$ cat config.mk
export PLATFORM = sky130hd
export DESIGN_NAME = rr_switch_alloc
export DESIGN_NICKNAME = d
export VERILOG_FILES = /design/src/rtl/rr_switch_alloc_pkg.sv /design/src/rtl/rr_switch_alloc_arb.sv /design/src/rtl/rr_switch_alloc.sv
export SDC_FILE = /design/constraint.sdc
export NUM_CORES = 1
export LEC_CHECK = 0
export BUFFER_PORTS_ARGS = -buffer_cell sky130_fd_sc_hd__buf_2
export CAP_MARGIN = 40
export CORE_MARGIN = 2
export CORE_UTILIZATION = 50
export DETAILED_ROUTE_END_ITERATION = 10
export HOLD_SLACK_MARGIN = 0.15
export MAX_ROUTING_LAYER = met4
export PLACE_DENSITY = 0.66
export SLEW_MARGIN = 20
export SYNTH_ARGS = -nofsm -noshare
export SYNTH_HDL_FRONTEND = slang
export SYNTH_SLANG_ARGS = --single-unit
$ cat constraint.sdc
create_clock -name clk -period 14.79 [get_ports clk]
set_input_delay 2.2185 -clock clk [delete_from_list [all_inputs] [get_ports clk]]
set_output_delay 2.2185 -clock clk [all_outputs]
set_load 0.01 [all_outputs]
$ cat src/rtl/rr_switch_alloc_pkg.sv
// Shared types and constants for the per-router round-robin switch allocator.
package rr_switch_alloc_pkg;

  localparam int unsigned NUM_PORTS = 5;
  localparam int unsigned BITS_DIR  = 3;

  typedef enum logic [BITS_DIR-1:0] {
    NORTH = 3'd0,
    EAST  = 3'd1,
    SOUTH = 3'd2,
    WEST  = 3'd3,
    LOCAL = 3'd4
  } dir_e;

  typedef enum logic [1:0] {
    SA_IDLE = 2'd0,
    SA_WAIT = 2'd1,
    SA_BUSY = 2'd2
  } sa_state_e;

  localparam logic [BITS_DIR-1:0] SA_ILLEGAL_DIR_MIN = 3'd5;

  // Port index `step` positions after `base`, wrapping over the five ports.
  function automatic logic [BITS_DIR-1:0] rr_next(input logic [BITS_DIR-1:0] base,
                                                  input int unsigned         step);
    int unsigned s;
    s = (32'(base) + step) % NUM_PORTS;
    return s[BITS_DIR-1:0];
  endfunction

endpackage

$ cat src/rtl/rr_switch_alloc_arb.sv
// Combinational 5-way round-robin arbiter: search starts at ptr+1 (mod 5).
module rr_arbiter5
  import rr_switch_alloc_pkg::*;
(
  input  logic [NUM_PORTS-1:0] req,
  input  logic [BITS_DIR-1:0]  ptr,
  output logic [NUM_PORTS-1:0] gnt,
  output logic [BITS_DIR-1:0]  idx,
  output logic                 valid
);

  logic [BITS_DIR-1:0] cand;

  always_comb begin
    gnt   = '0;
    idx   = '0;
    valid = 1'b0;
    cand  = '0;
    for (int unsigned k = 1; k <= NUM_PORTS; k++) begin
      cand = rr_next(ptr, k);
      if (!valid && req[cand]) begin
        valid     = 1'b1;
        gnt[cand] = 1'b1;
        idx       = cand;
      end
    end
  end

endmodule

$ cat src/rtl/rr_switch_alloc.sv
// Switch allocator: one round-robin arbiter and IDLE/WAIT/BUSY FSM per output,
// granting FIFO heads to tx serializers and discarding flits with illegal directions.
module rr_switch_alloc
  import rr_switch_alloc_pkg::*;
#(
  parameter int          routerid = -1,
  parameter int unsigned TIMEOUT  = 15
) (
  input  logic        clk,
  input  logic        reset,
  input  logic [4:0]  in_empty,
  input  logic [14:0] in_dir,
  output logic [4:0]  in_read,
  output logic [4:0]  out_ena,
  input  logic [4:0]  out_busy,
  output logic [14:0] out_sel,
  output logic        drop,
  output logic [4:0]  timeout
);

  if (TIMEOUT == 0 || TIMEOUT > 15) begin : g_bad_timeout
    $error("rr_switch_alloc: TIMEOUT must be in 1..15");
  end
  if (routerid < -1) begin : g_bad_routerid
    $error("rr_switch_alloc: routerid must be >= -1");
  end

  localparam logic [3:0] TMO = 4'(TIMEOUT);

  sa_state_e            state_q [NUM_PORTS];
  sa_state_e            state_d [NUM_PORTS];
  logic [3:0]           cnt_q   [NUM_PORTS];
  logic [3:0]           cnt_d   [NUM_PORTS];
  logic [BITS_DIR-1:0]  sel_q   [NUM_PORTS];
  logic [BITS_DIR-1:0]  sel_d   [NUM_PORTS];
  logic [BITS_DIR-1:0]  ptr_q   [NUM_PORTS];
  logic [BITS_DIR-1:0]  ptr_d   [NUM_PORTS];
  logic [NUM_PORTS-1:0] req     [NUM_PORTS];
  logic [NUM_PORTS-1:0] gnt     [NUM_PORTS];
  logic [BITS_DIR-1:0]  win     [NUM_PORTS];
  logic [NUM_PORTS-1:0] any;
  logic [NUM_PORTS-1:0] locked;
  logic [NUM_PORTS-1:0] illegal;
  logic [NUM_PORTS-1:0] drop_oh;

  // An input is locked while any output that granted it is outside IDLE.
  always_comb begin
    locked = '0;
    for (int unsigned o = 0; o < NUM_PORTS; o++) begin
      if (state_q[o] != SA_IDLE) locked[sel_q[o]] = 1'b1;
    end
  end

  always_comb begin
    logic [BITS_DIR-1:0] head;
    logic                live;
    head    = '0;
    live    = 1'b0;
    illegal = '0;
    for (int unsigned o = 0; o < NUM_PORTS; o++) req[o] = '0;
    for (int unsigned i = 0; i < NUM_PORTS; i++) begin
      head       = in_dir[BITS_DIR*i +: BITS_DIR];
      live       = !in_empty[i] && !locked[i];
      illegal[i] = live && (head >= SA_ILLEGAL_DIR_MIN);
      for (int unsigned o = 0; o < NUM_PORTS; o++) begin
        req[o][i] = live && (head == BITS_DIR'(o));
      end
    end
    drop_oh = illegal & (~illegal + 5'd1);
  end

  for (genvar o = 0; o < NUM_PORTS; o++) begin : g_arb
    rr_arbiter5 u_arb (
      .req   (req[o]),
      .ptr   (ptr_q[o]),
      .gnt   (gnt[o]),
      .idx   (win[o]),
      .valid (any[o])
    );
    assign out_sel[BITS_DIR*o +: BITS_DIR] = sel_q[o];
  end

  always_comb begin
    in_read = '0;
    out_ena = '0;
    timeout = '0;
    drop    = 1'b0;
    for (int unsigned o = 0; o < NUM_PORTS; o++) begin
      state_d[o] = state_q[o];
      cnt_d[o]   = cnt_q[o];
      sel_d[o]   = sel_q[o];
      ptr_d[o]   = ptr_q[o];
      unique case (state_q[o])
        SA_IDLE: begin
          cnt_d[o] = '0;
          if (!out_busy[o] && any[o]) begin
            out_ena[o] = 1'b1;
            in_read    = in_read | gnt[o];
            sel_d[o]   = win[o];
            ptr_d[o]   = win[o];
            cnt_d[o]   = 4'd1;
            state_d[o] = SA_WAIT;
          end
        end
        SA_WAIT: begin
          if (out_busy[o]) begin
            state_d[o] = SA_BUSY;
          end else if (cnt_q[o] >= TMO) begin
            timeout[o] = 1'b1;
            state_d[o] = SA_IDLE;
          end else begin
            cnt_d[o] = cnt_q[o] + 4'd1;
          end
        end
        SA_BUSY: begin
          if (!out_busy[o]) state_d[o] = SA_IDLE;
        end
        default: state_d[o] = SA_IDLE;
      endcase
    end
    in_read = in_read | drop_oh;
    drop    = |drop_oh;
    // Pulses are decoded from live inputs, so hold them low while reset is asserted.
    if (!reset) begin
      in_read = '0;
      out_ena = '0;
      timeout = '0;
      drop    = 1'b0;
    end
  end

  always_ff @(posedge clk or negedge reset) begin
    if (!reset) begin
      for (int unsigned o = 0; o < NUM_PORTS; o++) begin
        state_q[o] <= SA_IDLE;
        cnt_q[o]   <= '0;
        sel_q[o]   <= '0;
        ptr_q[o]   <= LOCAL;
      end
    end else begin
      for (int unsigned o = 0; o < NUM_PORTS; o++) begin
        state_q[o] <= state_d[o];
        cnt_q[o]   <= cnt_d[o];
        sel_q[o]   <= sel_d[o];
        ptr_q[o]   <= ptr_d[o];
      end
    end
  end

endmodule
==> impl_metrics.json <==
{
  "arrival_ns": 6.92,
  "grt_max_degree": 33,
  "antenna_found_initial": 0,
  "holdBufCountCts": 0,
  "cts-resized-gates": 0,
  "worstPathCellList": "inv_1, ha_1, inv_1, ha_1, nor2_1, a21oi_1, xnor2_1, ha_1, inv_1, o22ai_1, o21ai_2, xnor2_1, mux2i_1, o211ai_1, or4_1, o21ai_1, buf_4, a21oi_1, a211o_1, o41a_1, buf_2",
  "clock_path_buffers": 2,
  "grt_pass1_vias": 12030,
  "cts.htree.levels": 2,
  "num_rows": 58,
  "timing.fmax_mhz": 109.4,
  "fin_crit_sh": 0.6182,
  "numCtsBuffers": 5,
  "cts.sinks": 50,
  "ys_seq_area_frac": 0.09950,
  "worst_pin_slew_ns": 0.8757,
  "grt.overflow.total": 0,
  "crit_slowest_cell": "dfrtp_1",
  "timing.final.hold_violations": 0,
  "synth_fp_nets": 1883,
  "num_io_pins": 58,
  "min_path_type": "flip-flop to flip-flop",
  "drcViolationCount": 0,
  "netlist_area_um2": 12640,
  "grt_first_pass_wirelength_mm": 64.31,
  "synth.avg_cell_area_um2": 7.313,
  "design.die.area_um2": 26560,
  "insertedDiodeCount": 0,
  "portBuffers": 57,
  "clkTransAtPathRegs_ns": 0.07,
  "finClkSkew_ns": 0.01224,
  "ys_warn_count": 0,
  "gp_congestion": 1.045,
  "drtIter0Drc": 1273,
  "syn2layout_area_growth_pct": 4.436,
  "cp.required_ns": 12.57,
  "num-fill-cells": 2522,
  "routed_wl_mm": 40.65,
  "core_area_um2": 24960,
  "ys_types": 106,
  "outcome": "finished clean",
  "endpoint_kind": "output port",
  "post_cts_buffers": 0,
  "syn_inst": 1728,
  "drv_slew": 0,
  "slew-limit-headroom": 0.4122,
  "cp_max_fo": 18,
  "vias": 13500,
  "grt_usage": 0.3068,
  "critical_path_class": "flip-flop to output port",
  "nets": 1878,
  "fin_area_um2": 13200,
  "dr.pass1.iters": 6,
  "routed_via_density": 6.574,
  "synthArstFlopShare": 1.000,
  "insertion_delay_ns": 0.31,
  "dp_hpwl_mm": 31.86,
  "root_buffer": "clkbuf_16",
  "grt_setup_unrepaired": "false",
  "cts_tree": "built",
  "die_h_um": 163.0,
  "drv_cap": 0,
  "tns_ns": 0,
  "cp-start-kind": "flip-flop",
  "wl_per_cell_um": 19.79,
  "setup_viol": 0,
  "period_minus_slack_ns": 9.143,
  "start_util": 0.5062,
  "synth_edf_count": 0,
  "critPathMaxStageDelay_ns": 0.73,
  "yosys_register_bits": 50,
  "dpl_cell_area_um2": 13030,
  "ys.flop_type": "dfrtp_1",
  "die_x_um": 163.0,
  "drive_gt1_frac": 0.1079,
  "antenna_left": 0
}
## routing by layer
layer  vias to the layer above  part of all wire  GRT usage
li1                       6543                 -          -
met1                      6353              0.46     0.4178
met2                       505              0.44     0.4688
met3                       102             0.057    0.03361
met4                         0             0.037     0.1134
met5                         -                 0          -
## synth_stat cells, drive strengths merged (14+ instances only)
cell type,count,area share
or2,15,0.0076
buf,40,0.019
xnor2,54,0.040
nand4,30,0.015
and2,25,0.012
and3,21,0.010
nand3,53,0.021
inv,112,0.033
o31ai,23,0.014
dfrtp,45,0.089
nand3b,14,0.0083
nand2,117,0.035
a21o,14,0.0083
xor2,16,0.012
nor4,22,0.012
mux2,25,0.022
ha,127,0.13
or3,16,0.0079
a31oi,38,0.019
nor2,135,0.040
a21oi,100,0.040
nand2b,43,0.021
nor2b,35,0.017
nor3b,16,0.0095
o21ai,81,0.032
a211oi,17,0.010
o21a,30,0.018
o22ai,17,0.0089
mux2i,37,0.029
nor3,66,0.026
o211ai,30,0.018
clkbuf,45,0.013
## worst max-delay path: cells and delay by family, from the launching register on
family,cells,cell delay (ns)
xor+xnor,2,0.86
mux,1,0.30
flops,1,0.73
fa+ha+maj,3,1.10
compound gates,8,1.84
buf+inv,5,0.96
simple gates,2,0.85
## per-stage QoR
stage	utilization	setup slack [ns]	hold slack, ns	instances
after global routing	0.5287	5.116	0.5832	2054
after global placement	0.5212	6.073	0.5204	2040
after floorplan	-	7.261	0.4977	1728
final	0.5287	5.647	0.5479	2054
after CTS	0.5280	5.722	0.5553	2051
after detailed placement	0.5219	6.092	0.5364	2043
## kinds of logic (layout without fill, tap and decap cells)
logic type,after synthesis,count (layout),synth area share
XOR/XNOR,70,70,0.05178
multiplexers,62,62,0.05158
AND/OR/NAND/NOR,672,672,0.2905
flip-flops,50,50,0.09951
AO/OA/AOI/OAI,549,549,0.3139
adder cells (fa/ha/maj),128,128,0.1273
buffers and inverters,197,193,0.06544
## worst paths after layout
path	from	end	slack, ns	depth (start not counted)
max	out_sel[1]	in_read[4]	5.65	21
min	cnt_q[2]	cnt_q[2]	0.55	2
max reg2reg	out_sel[7]	out_sel[8]	8.61	19
min reg2reg	cnt_q[2]	cnt_q[2]	0.55	2
max in group asynchronous	reset	ptr_q[2]	11.86	2
min in group asynchronous	reset	cnt_q[11]	1.94	1
## state kept, by name, summed over array words and instances, names as in the netlist
| register | flops |
|---|---|
| cnt_q | 20 |
| out_sel | 15 |
| ptr_q | 5 |
| state_q | 10 |
## cell usage in the layout, fill, tap and decap left out, types with 23 or more instances in the layout
cell / count
dfrtp_1: 45
mux2i_1: 37
o21ai_0: 75
nor2b_1: 35
nor3_1: 66
nand2b_1: 43
ha_1: 127
nand3_1: 52
and2_1: 25
xnor2_1: 52
o211ai_1: 30
a31oi_1: 38
buf_2: 60
inv_1: 104
nor2_1: 135
nand2_1: 116
o31ai_1: 23
nand4_1: 30
mux2_2: 25
a21oi_1: 99
o21a_1: 30
## cell type report
cell class | instances | area [um2] | area share
Clock buffer | 5 | 125.1 | 0.009480
Clock inverter | 3 | 26.28 | 0.001991
Inverter | 112 | 420.4 | 0.03185
Multi-Input combinational cell | 1481 | 10560 | 0.8001
Sequential cell | 50 | 1257 | 0.09528
Tap cell | 330 | 412.9 | 0.03129
Timing Repair Buffer | 73 | 395.4 | 0.02996
Power is not shown: default switching activity piles up to over one toggle a cycle in this logic, so the estimate is an artifact.
